`src/rtl/gm64_pkg.sv`:
```
// Shared types and constants for the memory arbiter.
package gm64_pkg;

    localparam int NUM_REQ = 3;
    localparam logic [7:0] FAIL_DATA = 8'hFF;
    localparam int STARVE_LIMIT = 4;

    // Requester index: the bit position of each requester in req/gnt/ack.
    typedef enum logic [1:0] {
        REQ_VIC = 2'd0,
        REQ_CPU = 2'd1,
        REQ_LDR = 2'd2
    } req_idx_e;

    typedef enum logic [1:0] {
        IDLE       = 2'd0,
        WAIT_START = 2'd1,
        WAIT_DONE  = 2'd2
    } arb_state_e;

    // Fields latched from the winning requester for the whole transaction.
    typedef struct packed {
        logic        write;
        logic [6:0]  bank;
        logic [15:0] addr;
        logic [7:0]  wdata;
    } txn_t;

    function automatic logic [NUM_REQ-1:0] idx_onehot(input req_idx_e idx);
        logic [NUM_REQ-1:0] oh;
        oh = '0;
        oh[idx] = 1'b1;
        return oh;
    endfunction

endpackage

```
`src/rtl/mem_arbiter_if.sv`:
```
// Requester and memory-controller signals of the arbiter, bundled.
interface mem_arbiter_if;
    import gm64_pkg::*;

    // requester side
    logic [NUM_REQ-1:0]    req;
    logic [NUM_REQ-1:0]    we;
    logic [16*NUM_REQ-1:0] addr;
    logic [7*NUM_REQ-1:0]  bank;
    logic [8*NUM_REQ-1:0]  wdata;
    logic [NUM_REQ-1:0]    gnt;
    logic [NUM_REQ-1:0]    ack;
    logic [7:0]            rdata;
    logic                  err;
    logic                  o_fault;

    // memory-controller side
    logic                  o_ce;
    logic                  o_write;
    logic [6:0]            o_bank;
    logic [15:0]           o_addr;
    logic [7:0]            o_wdata;
    logic [7:0]            i_rdata;
    logic                  i_busy;

    modport slave (
        input  req, we, addr, bank, wdata, i_rdata, i_busy,
        output gnt, ack, rdata, err, o_fault, o_ce, o_write, o_bank, o_addr, o_wdata
    );

    modport master (
        output req, we, addr, bank, wdata, i_rdata, i_busy,
        input  gnt, ack, rdata, err, o_fault, o_ce, o_write, o_bank, o_addr, o_wdata
    );

endinterface

```
`src/rtl/mem_arbiter_arb_prio.sv`:
```
// Fixed-priority winner select (VIC > CPU > loader) with a loader
// anti-starvation counter that forces a loader turn after a run of CPU grants.
module arb_prio
    import gm64_pkg::*;
(
    input  logic               clk,
    input  logic               reset,
    input  logic [NUM_REQ-1:0] req,
    input  logic               arb_en,
    output req_idx_e           win_idx
);

    logic [2:0] starve_cnt;
    logic       ldr_turn;

    assign ldr_turn = req[REQ_LDR] && (starve_cnt >= 3'(STARVE_LIMIT));

    // Winner is combinational; the FSM only uses it when it actually grants.
    always_comb begin
        win_idx = REQ_VIC;
        if (req[REQ_VIC])
            win_idx = REQ_VIC;
        else if (req[REQ_CPU] && !ldr_turn)
            win_idx = REQ_CPU;
        else if (req[REQ_LDR])
            win_idx = REQ_LDR;
    end

    // Count CPU grants taken while the loader waits; a waiting loader is what
    // keeps the run alive, so a low req[LDR] clears it on every edge.
    always_ff @(posedge clk or negedge reset) begin
        if (!reset)
            starve_cnt <= '0;
        else if (!req[REQ_LDR])
            starve_cnt <= '0;
        else if (arb_en && (|req)) begin
            if (win_idx == REQ_LDR)
                starve_cnt <= '0;
            else if (win_idx == REQ_CPU && starve_cnt < 3'(STARVE_LIMIT))
                starve_cnt <= starve_cnt + 3'd1;
        end
    end

endmodule

```
`src/rtl/mem_arbiter.sv`:
```
// Three-requester memory arbiter: grants one transaction at a time, strobes
// the memory controller, tracks its busy handshake and times out on a stall.
module mem_arbiter
    import gm64_pkg::*;
#(
    parameter int BUSY_START_TO = 4,
    parameter int BUSY_DONE_TO  = 255
) (
    input  logic          clk,
    input  logic          reset,
    mem_arbiter_if.slave  bus
);

    localparam int TO_MAX = (BUSY_DONE_TO > BUSY_START_TO) ? BUSY_DONE_TO : BUSY_START_TO;
    localparam int CNT_W  = $clog2(TO_MAX + 1);

    arb_state_e         state;
    req_idx_e           win;
    req_idx_e           cur;
    logic [CNT_W-1:0]   to_cnt;
    txn_t               sel;
    txn_t               lat;
    logic [NUM_REQ-1:0] gnt;
    logic [NUM_REQ-1:0] ack;
    logic [7:0]         rdata;
    logic               err;
    logic               fault;
    logic               ce;

    arb_prio u_prio (
        .clk     (clk),
        .reset   (reset),
        .req     (bus.req),
        .arb_en  (state == IDLE),
        .win_idx (win)
    );

    // Pick the current winner's fields out of the packed request buses.
    always_comb begin
        sel       = '0;
        sel.write = bus.we[win];
        sel.bank  = bus.bank[7*int'(win) +: 7];
        sel.addr  = bus.addr[16*int'(win) +: 16];
        sel.wdata = bus.wdata[8*int'(win) +: 8];
    end

    // Transaction FSM: grant, wait for busy to rise, wait for it to fall.
    // A stall in either wait completes the transaction with err and FAIL_DATA.
    always_ff @(posedge clk or negedge reset) begin
        if (!reset) begin
            state  <= IDLE;
            cur    <= REQ_VIC;
            to_cnt <= '0;
            lat    <= '0;
            gnt    <= '0;
            ack    <= '0;
            rdata  <= '0;
            err    <= 1'b0;
            fault  <= 1'b0;
            ce     <= 1'b0;
        end else begin
            gnt <= '0;
            ack <= '0;
            err <= 1'b0;
            ce  <= 1'b0;
            case (state)
                IDLE: begin
                    if (|bus.req) begin
                        cur    <= win;
                        gnt    <= idx_onehot(win);
                        ce     <= 1'b1;
                        lat    <= sel;
                        to_cnt <= '0;
                        state  <= WAIT_START;
                    end
                end
                WAIT_START: begin
                    // only a clean 1 counts as busy; 0, X and Z all keep waiting
                    if (bus.i_busy == 1'b1) begin
                        to_cnt <= '0;
                        state  <= WAIT_DONE;
                    end else if (to_cnt == CNT_W'(BUSY_START_TO - 1)) begin
                        ack   <= idx_onehot(cur);
                        err   <= 1'b1;
                        rdata <= FAIL_DATA;
                        fault <= 1'b1;
                        state <= IDLE;
                    end else begin
                        to_cnt <= to_cnt + 1'b1;
                    end
                end
                WAIT_DONE: begin
                    if (bus.i_busy == 1'b0) begin
                        ack <= idx_onehot(cur);
                        if (!lat.write)
                            rdata <= bus.i_rdata;
                        state <= IDLE;
                    end else if (to_cnt == CNT_W'(BUSY_DONE_TO - 1)) begin
                        ack   <= idx_onehot(cur);
                        err   <= 1'b1;
                        rdata <= FAIL_DATA;
                        fault <= 1'b1;
                        state <= IDLE;
                    end else begin
                        to_cnt <= to_cnt + 1'b1;
                    end
                end
                default: state <= IDLE;
            endcase
        end
    end

    assign bus.gnt     = gnt;
    assign bus.ack     = ack;
    assign bus.rdata   = rdata;
    assign bus.err     = err;
    assign bus.o_fault = fault;
    assign bus.o_ce    = ce;
    assign bus.o_write = lat.write;
    assign bus.o_bank  = lat.bank;
    assign bus.o_addr  = lat.addr;
    assign bus.o_wdata = lat.wdata;

endmodule

```
`src/flat_wrapper.sv`:
```
// flat-port wrapper written by rule: the top's interface ports become plain ports
module mem_arbiter_flat import gm64_pkg::*;
#(
    parameter int BUSY_START_TO = 4,
    parameter int BUSY_DONE_TO  = 255
)
  (clk, reset, bus_req, bus_we, bus_addr, bus_bank, bus_wdata, bus_i_rdata, bus_i_busy, bus_gnt, bus_ack, bus_rdata, bus_err, bus_o_fault, bus_o_ce, bus_o_write, bus_o_bank, bus_o_addr, bus_o_wdata);
  mem_arbiter_if bus_i ();
  input  logic clk;
  input  logic reset;
  input wire logic [$bits(bus_i.req)-1:0] bus_req;
  input wire logic [$bits(bus_i.we)-1:0] bus_we;
  input wire logic [$bits(bus_i.addr)-1:0] bus_addr;
  input wire logic [$bits(bus_i.bank)-1:0] bus_bank;
  input wire logic [$bits(bus_i.wdata)-1:0] bus_wdata;
  input wire logic [$bits(bus_i.i_rdata)-1:0] bus_i_rdata;
  input wire logic [$bits(bus_i.i_busy)-1:0] bus_i_busy;
  output wire logic [$bits(bus_i.gnt)-1:0] bus_gnt;
  output wire logic [$bits(bus_i.ack)-1:0] bus_ack;
  output wire logic [$bits(bus_i.rdata)-1:0] bus_rdata;
  output wire logic [$bits(bus_i.err)-1:0] bus_err;
  output wire logic [$bits(bus_i.o_fault)-1:0] bus_o_fault;
  output wire logic [$bits(bus_i.o_ce)-1:0] bus_o_ce;
  output wire logic [$bits(bus_i.o_write)-1:0] bus_o_write;
  output wire logic [$bits(bus_i.o_bank)-1:0] bus_o_bank;
  output wire logic [$bits(bus_i.o_addr)-1:0] bus_o_addr;
  output wire logic [$bits(bus_i.o_wdata)-1:0] bus_o_wdata;
  assign bus_i.req = bus_req;
  assign bus_i.we = bus_we;
  assign bus_i.addr = bus_addr;
  assign bus_i.bank = bus_bank;
  assign bus_i.wdata = bus_wdata;
  assign bus_i.i_rdata = bus_i_rdata;
  assign bus_i.i_busy = bus_i_busy;
  assign bus_gnt = bus_i.gnt;
  assign bus_ack = bus_i.ack;
  assign bus_rdata = bus_i.rdata;
  assign bus_err = bus_i.err;
  assign bus_o_fault = bus_i.o_fault;
  assign bus_o_ce = bus_i.o_ce;
  assign bus_o_write = bus_i.o_write;
  assign bus_o_bank = bus_i.o_bank;
  assign bus_o_addr = bus_i.o_addr;
  assign bus_o_wdata = bus_i.o_wdata;
  mem_arbiter #(.BUSY_START_TO(BUSY_START_TO), .BUSY_DONE_TO(BUSY_DONE_TO)) u_core (.clk(clk), .reset(reset), .bus(bus_i));
endmodule
```
`config.mk`:
```
export PLATFORM = sky130hd
export DESIGN_NAME = mem_arbiter_flat
export DESIGN_NICKNAME = d
export VERILOG_FILES = /design/src/rtl/gm64_pkg.sv /design/src/rtl/mem_arbiter_if.sv /design/src/rtl/mem_arbiter_arb_prio.sv /design/src/rtl/mem_arbiter.sv /design/src/flat_wrapper.sv
export SDC_FILE = /design/constraint.sdc
export NUM_CORES = 1
export LEC_CHECK = 0
export ABC_AREA = 1
export ABC_CLOCK_PERIOD_IN_PS = 2200
export CAP_MARGIN = 5
export CORE_UTILIZATION = 43
export CTS_BUF_LIST = sky130_fd_sc_hd__clkbuf_16
export DETAILED_ROUTE_END_ITERATION = 7
export PLACE_DENSITY = 0.81
export SETUP_SLACK_MARGIN = 0.3
export SYNTH_ARGS = -nofsm -noshare
export SYNTH_HDL_FRONTEND = slang
export SYNTH_SLANG_ARGS = --single-unit
export TNS_END_PERCENT = 50
```
`constraint.sdc`:
```
create_clock -name clk -period 2.2 [get_ports clk]
set_clock_uncertainty 0.05 [all_clocks]
set_input_delay 0.44 -clock clk [delete_from_list [all_inputs] [get_ports clk]]
set_output_delay 0.44 -clock clk [all_outputs]
set_load 0.03 [all_outputs]
```
==> flow_summary.ini <==
[run_status]
status = completed

[detailed_routing]
routed.top_layer = met4
drtPass1Iterations = 4
wirelength_met1_um = 3860
dr_wl_met3_um = 809
drtIter0Drc = 110
drt_wl_total_um = 9830
ant_nets = 0
via_count = 3644
drc = 0
routedWlPerCell_um = 13.1
via_per_inst = 4.87
dr_wl_met2_um = 4890

[place]
place_ws_ps = 122
portBuffers = 158
routabilityCongestion = 0.835
dp_cells = 736
dp_hpwl_um = 7550
place_area_um2 = 5370

[sta]
fin_tns_setup_ps = 0
max_freq_mhz = 530
worst_pin_slew_ps = 574
fin_ws_ps = 314
hold_violations = 0
slew_viol_final = 0
setup_viol = 0
slew_headroom_pct = 61.7
fin_crit_ps = 1890
rsz0062_at_grt = yes
hold_ws_ps = 66.1
period_share_pct = 85.7

[power_and_ir_drop]
powerDensity_nw_per_um2 = 1190
ir_drop_v = 0.000644
cellLeakagePower_nw = 2.58
p_total_mw = 6.67

[setup_path]
critPathBufInv = 1
r2r_slack_ps = 450
cp_slowest_stage_delay_ps = 730
cp.required_ps = 1710
crit_chain = clkdlybuf4s50_1
timing.rr.end = u_core.bus.rdata[0]
end_kind = output port
critPathSlowestCell = clkdlybuf4s50_1
ff2ff_path_depth = 7
endpoint = bus_o_addr[10]
cp_max_fo = 2
critPathKind = flop to output port
path_depth = 1
cp-start-kind = flop
crit_arrival_ps = 1400
startpoint = u_core.bus.o_addr[10]
r2r_start = u_core.state[0]
cp_top_family = buffers and inverters

[cells_and_area]
layout.cells.non_filler = 748
area_growth_pct = 52.5
utilization_pct = 67.9
fin_nets = 759
nFillCells = 683
drive_gt1_share_pct = 9.02
fin_area_um2 = 5610
antenna_cells = 0

[clock_tree]
cts_tree = built
clk_path_buf_depth = 2
numCtsBuffers = 9
cts.htree.levels = 3
post_cts_buffers = 0
cts.sinks = 64
root_buffer = clkbuf_16
clkTransAtPathRegs_ps = 50
clk_latency_ps = 320

[floorplanning]
core_area_um2 = 8260
dieArea_um2 = 8930
die_w_um = 94.5
fp.dieH_um = 94.5
rows = 33
io_pins = 159
initial_core_util_pct = 44.5

[global_routing]
grtUsageTotal_pct = 23.6
grt_antenna_before_repair = 0
grt_first_pass_wirelength_um = 16100
grt_max_degree = 40
grt_pass1_vias = 3506
grt-ovfl-total = 0

[synth]
synth_cell_types = 29
synthMuxAreaShare_pct = 0
synth-xor-area-share_pct = 0.952
ys_seq_area_share_pct = 43.5
syn_area_per_cell_um2 = 7.62
netlist_area_um2 = 3680
synthAdderAreaFrac_pct = 2.38
yosys.area_share.simple_pct = 37.6
synth_compound_area_share_pct = 8.91
synth_cells = 483
synth_warnings = 0
synth_top_family_by_area = simple AND/OR/NAND/NOR gates
yosys.area.top_type = dfrtp_1
synth-seq-cells = 64
synth_nets = 600
netlist.area_leader.share_pct = 43.5
synthTopCellsByArea = dfrtp_1, nand2_1, nor2_1, nand2b_1, nand3_1

[hold_path]
min_path_type = input pin to async pin

[job]
maxCapViolations = 0
## where the power goes
part | internal (mW) | switching (mW) | total (mW)
logic | 1.53 | 2.04 | 3.57
registers | 1.64 | 0.272 | 1.91
clock network | 0.726 | 0.457 | 1.18
## routing by layer
metal,global-route usage [%],vias up
li1,-,1842
met1,27.0,1655
met2,39.4,131
met3,8.86,16
met4,10.1,0
met5,0,-
## state kept, by name, summed over array words and instances (netlist names), 3 cells and up
signal,count
u_core.bus.ack,3
u_core.to_cnt,8
u_core.bus.o_wdata,8
u_core.bus.o_bank,7
u_core.bus.rdata,8
u_core.bus.gnt,3
u_core.bus.o_addr,16
u_core.u_prio.starve_cnt,3
## synth_stat cells, drive strengths merged
cell      n
nand3b    1
clkbuf    4
xnor2     1
ha        7
nand4     2
xor2      3
nand2b   32
nand2   161
a31oi     1
a21oi     5
nor3b     1
inv      26
buf      18
o21bai    1
nor2     64
a31o      1
nand3    44
dfrtp    64
o21ai    47
## layout make-up
cell class	count	area (um^2)	share of cell area, %
Timing Repair Buffer	170	1700	30.4
Multi-Input combinational cell	371	1840	32.7
Sequential cell	64	1600	28.6
Inverter	26	97.6	1.74
Clock inverter	3	13.8	0.245
Clock buffer	9	225	4.02
Tap cell	105	131	2.34
## placed cells by master, fill, tap and decap left out, types with 2 or more instances in the layout
master,n
nor2_2,2
nand2b_1,32
nor2_1,60
inv_2,4
o21ai_1,32
nand4_1,2
nand3_2,9
clkinv_2,2
nor2_4,2
dfrtp_1,64
nand2_1,157
buf_4,9
nand3_1,34
inv_1,22
nand2_2,4
xor2_1,3
o21ai_2,8
o21ai_0,7
ha_1,6
clkbuf_16,9
a21oi_1,5
buf_12,3
clkdlybuf4s50_1,156
## worst min-delay path by stage
stage	endpoint	cells after the start	slack [ps]
after floorplan	u_core.bus.ack[0]	0	90
after global placement	u_core.bus.ack[0]	1	370
after detailed placement	u_core.bus.ack[0]	1	370
after CTS	u_core.bus.o_ce	1	80
after global routing	u_core.bus.o_wdata[7]	1	100
final	u_core.bus.o_ce	1	70
## kinds of logic (layout without fill, tap and decap cells)
| group | after synthesis | in the layout |
|---|---|---|
| flops | 64 | 64 |
| fa+ha+maj | 7 | 7 |
| compound gates | 55 | 55 |
| simple gates | 305 | 305 |
| xor+xnor | 4 | 4 |
| buf+inv | 48 | 208 |
## what timing repair did
item / CTS / global route
hold buffers: 0 / 0
gates resized for setup: 1 / 3
hold endpoints to repair: 0 / 0
endpoints found under the setup margin: 1 / 31
(Power assumes the default switching activity.)
